`config.mk`:
```
export PLATFORM = sky130hd
export DESIGN_NAME = image_sequencer_flat
export DESIGN_NICKNAME = d
export VERILOG_FILES = /design/src/rtl/image_seq_pkg.sv /design/src/rtl/image_sequencer_if.sv /design/src/rtl/image_sequencer.sv /design/src/flat_wrapper.sv
export SDC_FILE = /design/constraint.sdc
export NUM_CORES = 1
export LEC_CHECK = 0
export CAP_MARGIN = 20
export CORE_ASPECT_RATIO = 0.8
export CORE_MARGIN = 8
export CORE_UTILIZATION = 50
export DETAILED_ROUTE_END_ITERATION = 10
export GPL_TIMING_DRIVEN = 0
export PLACE_DENSITY_LB_ADDON = 0.1
export SLEW_MARGIN = 0
export SYNTH_ARGS = -nofsm -noshare
export SYNTH_HDL_FRONTEND = slang
export SYNTH_SLANG_ARGS = --single-unit
```
`constraint.sdc`:
```
create_clock -name clk -period 7.41 [get_ports clk]
set_input_delay 1.1115 -clock clk [delete_from_list [all_inputs] [get_ports clk]]
set_output_delay 1.1115 -clock clk [all_outputs]
set_load 0.02 [all_outputs]
```
`src/rtl/image_seq_pkg.sv`:
```
// Shared types and constants for the image sequencer: FSM states, status
// encodings presented to the processor, and default frame geometry.
package image_seq_pkg;

  typedef enum logic [2:0] {
    S_IDLE,
    S_LOAD,
    S_FLUSH,
    S_PROC,
    S_RADDR,
    S_RWAIT,
    S_ROUT,
    S_DONE
  } state_t;

  localparam logic [1:0] ST_IDLE = 2'b00;
  localparam logic [1:0] ST_LOAD = 2'b10;
  localparam logic [1:0] ST_PROC = 2'b01;
  localparam logic [1:0] ST_READ = 2'b11;

  localparam int unsigned  DEF_IN_PIXELS  = 16384;
  localparam logic [15:0]  DEF_OUT_BASE   = 16'h4000;
  localparam int unsigned  DEF_OUT_PIXELS = 4096;
  localparam int unsigned  DEF_RD_LAT     = 2;

  function automatic logic [1:0] status_of(input state_t s);
    case (s)
      S_LOAD, S_FLUSH:          status_of = ST_LOAD;
      S_PROC:                   status_of = ST_PROC;
      S_RADDR, S_RWAIT, S_ROUT: status_of = ST_READ;
      default:                  status_of = ST_IDLE;
    endcase
  endfunction

endpackage

```
`src/rtl/image_sequencer_if.sv`:
```
// Bundle of the sequencer's stream, processor-control and data-memory signals.
// master = the sequencer itself, slave = the surrounding system.
interface image_sequencer_if;
  logic        in_valid;
  logic [7:0]  in_data;
  logic        in_ready;
  logic [1:0]  status;
  logic [7:0]  data_in;
  logic [15:0] data_addr_in;
  logic        end_process;
  logic [7:0]  dm_out;
  logic        out_valid;
  logic [7:0]  out_data;
  logic        out_ready;
  logic        done;

  modport master (
    input  in_valid, in_data, end_process, dm_out, out_ready,
    output in_ready, status, data_in, data_addr_in, out_valid, out_data, done
  );

  modport slave (
    output in_valid, in_data, end_process, dm_out, out_ready,
    input  in_ready, status, data_in, data_addr_in, out_valid, out_data, done
  );
endinterface

```
`src/rtl/image_sequencer.sv`:
```
// Streams an image into processor data memory, waits for the processor to
// finish, then reads the downsampled result back out as a byte stream.
module image_sequencer
  import image_seq_pkg::*;
#(
  parameter int unsigned IN_PIXELS  = DEF_IN_PIXELS,
  parameter logic [15:0] OUT_BASE   = DEF_OUT_BASE,
  parameter int unsigned OUT_PIXELS = DEF_OUT_PIXELS,
  parameter int unsigned RD_LAT     = DEF_RD_LAT
) (
  input logic              clk,
  input logic              rst,
  image_sequencer_if.master bus
);

  localparam logic [16:0] LAST_IN  = 17'(IN_PIXELS - 1);
  localparam logic [16:0] LAST_OUT = 17'(OUT_PIXELS - 1);
  localparam logic [7:0]  LAST_DLY = 8'(RD_LAT - 1);

  state_t      r_state;
  state_t      w_next;
  logic [16:0] r_load_cnt;
  logic [16:0] r_rd_cnt;
  logic [7:0]  r_dly;
  logic [7:0]  r_data_in;
  logic [15:0] r_addr;
  logic [7:0]  r_out_data;
  logic        r_out_valid;
  logic        w_accept;

  assign bus.in_ready     = (r_state == S_IDLE) || (r_state == S_LOAD);
  assign w_accept         = bus.in_valid && bus.in_ready;
  assign bus.status       = status_of(r_state);
  assign bus.done         = (r_state == S_DONE);
  assign bus.data_in      = r_data_in;
  assign bus.data_addr_in = r_addr;
  assign bus.out_data     = r_out_data;
  assign bus.out_valid    = r_out_valid;

  always_ff @(posedge clk or posedge rst) begin
    if (rst) r_state <= S_IDLE;
    else     r_state <= w_next;
  end

  always_comb begin
    w_next = r_state;
    case (r_state)
      S_IDLE, S_LOAD: if (w_accept) w_next = (r_load_cnt == LAST_IN) ? S_FLUSH : S_LOAD;
      S_FLUSH:        w_next = S_PROC;
      S_PROC:         if (bus.end_process) w_next = S_RADDR;
      S_RADDR:        w_next = S_RWAIT;
      S_RWAIT:        if (r_dly == LAST_DLY) w_next = S_ROUT;
      S_ROUT:         if (bus.out_ready) w_next = (r_rd_cnt == LAST_OUT) ? S_DONE : S_RADDR;
      S_DONE:         if (bus.in_valid) w_next = S_IDLE;
      default:        w_next = S_IDLE;
    endcase
  end

  always_ff @(posedge clk or posedge rst) begin
    if (rst) begin
      r_load_cnt  <= '0;
      r_rd_cnt    <= '0;
      r_dly       <= '0;
      r_data_in   <= '0;
      r_addr      <= '0;
      r_out_data  <= '0;
      r_out_valid <= 1'b0;
    end else begin
      case (r_state)
        S_IDLE, S_LOAD: begin
          if (w_accept) begin
            r_data_in  <= bus.in_data;
            r_addr     <= r_load_cnt[15:0];
            r_load_cnt <= r_load_cnt + 17'd1;
          end
        end
        S_PROC: begin
          // Present the first readout address together with the status change.
          if (bus.end_process) begin
            r_rd_cnt <= '0;
            r_addr   <= OUT_BASE;
          end
        end
        S_RADDR: begin
          r_addr <= OUT_BASE + r_rd_cnt[15:0];
          r_dly  <= '0;
        end
        S_RWAIT: begin
          r_dly <= r_dly + 8'd1;
          if (r_dly == LAST_DLY) begin
            r_out_data  <= bus.dm_out;
            r_out_valid <= 1'b1;
          end
        end
        S_ROUT: begin
          if (bus.out_ready) begin
            r_out_valid <= 1'b0;
            r_rd_cnt    <= r_rd_cnt + 17'd1;
          end
        end
        S_DONE: begin
          if (bus.in_valid) begin
            r_load_cnt <= '0;
            r_rd_cnt   <= '0;
          end
        end
        default: ;
      endcase
    end
  end

endmodule

```
`src/flat_wrapper.sv`:
```
// flat-port wrapper written by rule: the top's interface ports become plain ports
module image_sequencer_flat import image_seq_pkg::*;
#(
  parameter int unsigned IN_PIXELS  = DEF_IN_PIXELS,
  parameter logic [15:0] OUT_BASE   = DEF_OUT_BASE,
  parameter int unsigned OUT_PIXELS = DEF_OUT_PIXELS,
  parameter int unsigned RD_LAT     = DEF_RD_LAT
)
  (clk, rst, bus_in_valid, bus_in_data, bus_end_process, bus_dm_out, bus_out_ready, bus_in_ready, bus_status, bus_data_in, bus_data_addr_in, bus_out_valid, bus_out_data, bus_done);
  image_sequencer_if bus_i ();
  input logic clk;
  input logic rst;
  input wire logic [$bits(bus_i.in_valid)-1:0] bus_in_valid;
  input wire logic [$bits(bus_i.in_data)-1:0] bus_in_data;
  input wire logic [$bits(bus_i.end_process)-1:0] bus_end_process;
  input wire logic [$bits(bus_i.dm_out)-1:0] bus_dm_out;
  input wire logic [$bits(bus_i.out_ready)-1:0] bus_out_ready;
  output wire logic [$bits(bus_i.in_ready)-1:0] bus_in_ready;
  output wire logic [$bits(bus_i.status)-1:0] bus_status;
  output wire logic [$bits(bus_i.data_in)-1:0] bus_data_in;
  output wire logic [$bits(bus_i.data_addr_in)-1:0] bus_data_addr_in;
  output wire logic [$bits(bus_i.out_valid)-1:0] bus_out_valid;
  output wire logic [$bits(bus_i.out_data)-1:0] bus_out_data;
  output wire logic [$bits(bus_i.done)-1:0] bus_done;
  assign bus_i.in_valid = bus_in_valid;
  assign bus_i.in_data = bus_in_data;
  assign bus_i.end_process = bus_end_process;
  assign bus_i.dm_out = bus_dm_out;
  assign bus_i.out_ready = bus_out_ready;
  assign bus_in_ready = bus_i.in_ready;
  assign bus_status = bus_i.status;
  assign bus_data_in = bus_i.data_in;
  assign bus_data_addr_in = bus_i.data_addr_in;
  assign bus_out_valid = bus_i.out_valid;
  assign bus_out_data = bus_i.out_data;
  assign bus_done = bus_i.done;
  image_sequencer #(.IN_PIXELS(IN_PIXELS), .OUT_BASE(OUT_BASE), .OUT_PIXELS(OUT_PIXELS), .RD_LAT(RD_LAT)) u_core (.clk(clk), .rst(rst), .bus(bus_i));
endmodule
```
==> flow_summary.rst <==
.. list-table::
   :header-rows: 1

   * - Metric
     - Value
   * - Final #Nets
     - 500
   * - Cell type contributing the most total cell area after synthesis
     - dfrtp_1
   * - Overall die width
     - around 120 um
   * - Diode insertion count for antenna repair
     - 0
   * - Number of register bits inferred by synthesis
     - 78
   * - Total of fill cells in the finished design
     - around 680
   * - CTS root buf
     - clkbuf_8
   * - CP required
     - 6.30 ns
   * - CP max FO
     - 10
   * - Arrival time worst endpoint
     - approximately 2.3 ns
   * - Overall die area
     - 0.0112 mm2
   * - # Max-Cap Violations
     - 0
   * - Area contributors post-synth
     - dfrtp_1, mux2_2, nand2_1
   * - Measured slew at the worst slew-check pin
     - between 0.6 and 0.7 ns
   * - Share of the core filled with cells in the final layout
     - 63.0%
   * - Number of global-route vias before repair
     - about 3300
   * - Syn nets
     - 431
   * - Number of CTS-inserted buffers
     - 9
   * - Power, Total
     - 1.65 mW
   * - Fraction of the yosys area taken by sequential cells
     - 48.6%
   * - Global Route met2 Usage
     - 29.2%
   * - First-pass GRT wire length
     - 17000 um
   * - Fin crit share
     - about 46%
   * - Total congestion overflow after global routing
     - 0
   * - Die Ht
     - 96.1 um
   * - Tot GR Track Use
     - between 15 and 20%
   * - Via density
     - 5.90
   * - Total negative setup slack
     - 0 ns
   * - Routing layer with the top usage in global route
     - met2
   * - Area growth, synth to finish
     - 23.6%
   * - TritonCTS clock tree
     - yes
   * - Top cell type's share of synthesized area
     - 48.6%
   * - Clock latency on the worst-skew pair
     - about 0.36 ns
   * - Areal power density over the cells
     - roughly 330 mW/mm2
   * - Setup repair after global routing missed its margin
     - no
   * - Leak
     - 2.07 nW
   * - WL per Instance
     - 17.4 um
   * - Count of clock tree sinks
     - 78
   * - Share of async-settable or async-resettable flops after synthesis
     - 100%
   * - Core box area
     - 0.00787 mm2
   * - Cell Count Post-Placement
     - 570
   * - Met3 Resource Use GR
     - 5.52%
   * - Buffers inserted during post-CTS setup optimization
     - 0
   * - Number of warnings issued by yosys
     - 0
   * - Hold Violations, Final
     - 0
   * - Clock transition at the registers of the reported paths
     - 0.09 ns
   * - Detailed placer's ending HPWL
     - 7460 um
   * - Number of top-level pins
     - a little under 60
   * - Post-layout minimum cycle time
     - ~3.4 ns
   * - Rel. slew slack
     - approximately 56%
   * - IR Drop Worst-Case VDD
     - 0.000212 V
   * - Count of cell types in the netlist
     - 54
   * - Max-slew violation count
     - 0
   * - Post-layout instance count excluding filler cells
     - 586
   * - Mapped Cells
     - 404
   * - Run status
     - finished clean
   * - Global placer's final weighted congestion
     - 0.907
   * - Detailed router's first-iteration violation count
     - 273
   * - CP Launch Type
     - flop
   * - Type of element capturing the critical path
     - output pin
   * - Total wirelength of the detailed-routed design
     - 10200 um
   * - Port bufs
     - 57
   * - Starting Density
     - around half
   * - CTS Hold Bufs
     - 0
   * - Share of final-layout standard cells stronger than drive strength 1
     - 13.0%
   * - Post-synthesis average cell area
     - 9.94 um2
   * - Maximum number of pins on one net before global-route repair
     - slightly above 40
   * - Level count of the clock H-tree
     - 3
   * - Class of the tightest hold or removal check
     - flop to flop
   * - Final Skew
     - ~0.012 ns
   * - Total via count after detailed routing
     - 3455
   * - Top cells by instance count after synthesis
     - dfrtp_1, nand2_1, a21oi_1, o21ai_0, mux2_2
   * - Buffer depth of the longest clock path
     - 2
   * - Number of setup violations in the final report
     - 0
   * - Most common cell in the netlist
     - dfrtp_1
   * - Count of standard-cell rows
     - 29
   * - Antenna Nets Post-Route
     - 0
   * - Number of synthesized flops with an enable pin
     - 0
   * - Number of cells upsized or downsized after cts
     - 0
   * - Met1 track demand over resource
     - 26.7%
   * - Number of iterations in the first detailed-routing pass
     - 5
   * - Initial antenna violation count
     - 0
   * - Leading register cell type out of synthesis
     - dfrtp_1
   * - Worst Setup Path Type
     - flop to output pin
   * - Post-detailed-route DRC marker count
     - 0
   * - Achievable frequency
     - 0.294 GHz
   * - Synthesized cell area
     - 0.00401 mm2
==> registers in the layout (all words and copies together) (netlist names) <==
signal / count
u_core.bus.data_addr_in: 16
u_core.bus.data_in: 8
u_core.bus.out_data: 8
u_core.bus.out_valid: 1
u_core.r_dly: 8
u_core.r_load_cnt: 17
u_core.r_rd_cnt: 17
u_core.r_state: 3
==> per-layer routing <==
layer,wire length [um],vias up
li1,-,1639
met1,4650,1677
met2,4550,129
met3,898,10
met4,96,0
met5,0,-
==> cells by family (layout without fill, tap and decap cells) <==
kind of cell,Yosys count,count (layout),synth area share [%]
compound gates,106,106,17.1
simple gates,149,149,20.3
mux,27,27,7.51
flops,78,78,48.6
fa+ha+maj,6,6,1.87
buf+inv,31,105,3.05
xor+xnor,7,7,1.53
==> cells in the final DEF, fill, tap and decap left out, drive strengths merged, types with 3 or more instances in the layout <==
cell	synthesis	layout
nor4	3	3
a21oi	32	32
nand4	11	11
nor2	13	13
nor2b	4	4
dfrtp	78	78
or3	16	16
inv	11	13
buf	7	8
o21ai	27	27
mux2	25	25
o31ai	13	13
a22o	17	17
and2	5	5
and4	5	5
nand2	55	55
xor2	4	4
nand3	13	13
ha	6	6
xnor2	3	3
clkbuf	13	23
or4	11	11
clkdlybuf4s50	0	57
==> power by group <==
part | leakage, nW | internal, mW | switching (mW)
Clock | 0.104 | 0.192 | 0.167
Combinational | 0.933 | 0.300 | 0.409
Sequential | 1.04 | 0.512 | 0.0669
Total | 2.07 | 1.00 | 0.643
==> worst paths after layout <==
path,start,end,slack (ns),cells past startpoint
setup / recovery,u_core.r_state[2],bus_status[0],4.01,4
hold / removal,u_core.bus.data_in[6],u_core.bus.data_in[6],0.48,2
min in group asynchronous,rst,u_core.bus.data_in[0],1.13,2
hold reg to reg,u_core.bus.data_in[6],u_core.bus.data_in[6],0.48,2
setup reg to reg,u_core.r_state[0],u_core.r_rd_cnt[15],5.08,6
max in group asynchronous,rst,u_core.r_dly[1],5.68,3
==> worst max-delay path, stage by stage, from the launching register on <==
cell and delay, ns:
dfrtp_1 0.41, buf_2 0.26, buf_1 0.46, xnor2_1 0.19, clkdlybuf4s50_1 0.63
==> cell type report <==
class / count / area (um2) / area share (%)
Sequential cell: 78 / 1950 / 39.3
Multi-Input combinational cell: 295 / 1940 / 39.1
Timing Repair Buffer: 58 / 591 / 11.9
Tap cell: 108 / 135 / 2.72
Clock buffer: 10 / 128 / 2.57
Clock inverter: 6 / 92.6 / 1.87
Buffer: 20 / 81.3 / 1.64
Inverter: 11 / 43.8 / 0.883
==> stage by stage <==
step	setup slack [ns]	area, um2	hold WS [ns]
floorplan	4.30	4010	0.496
global placement	2.94	4720	0.457
detailed placement	4.09	4740	0.468
CTS	4.01	4960	0.487
global route	3.91	4960	0.505
finish	4.01	4960	0.485
Note: power is estimated with default switching activity, not from simulation.
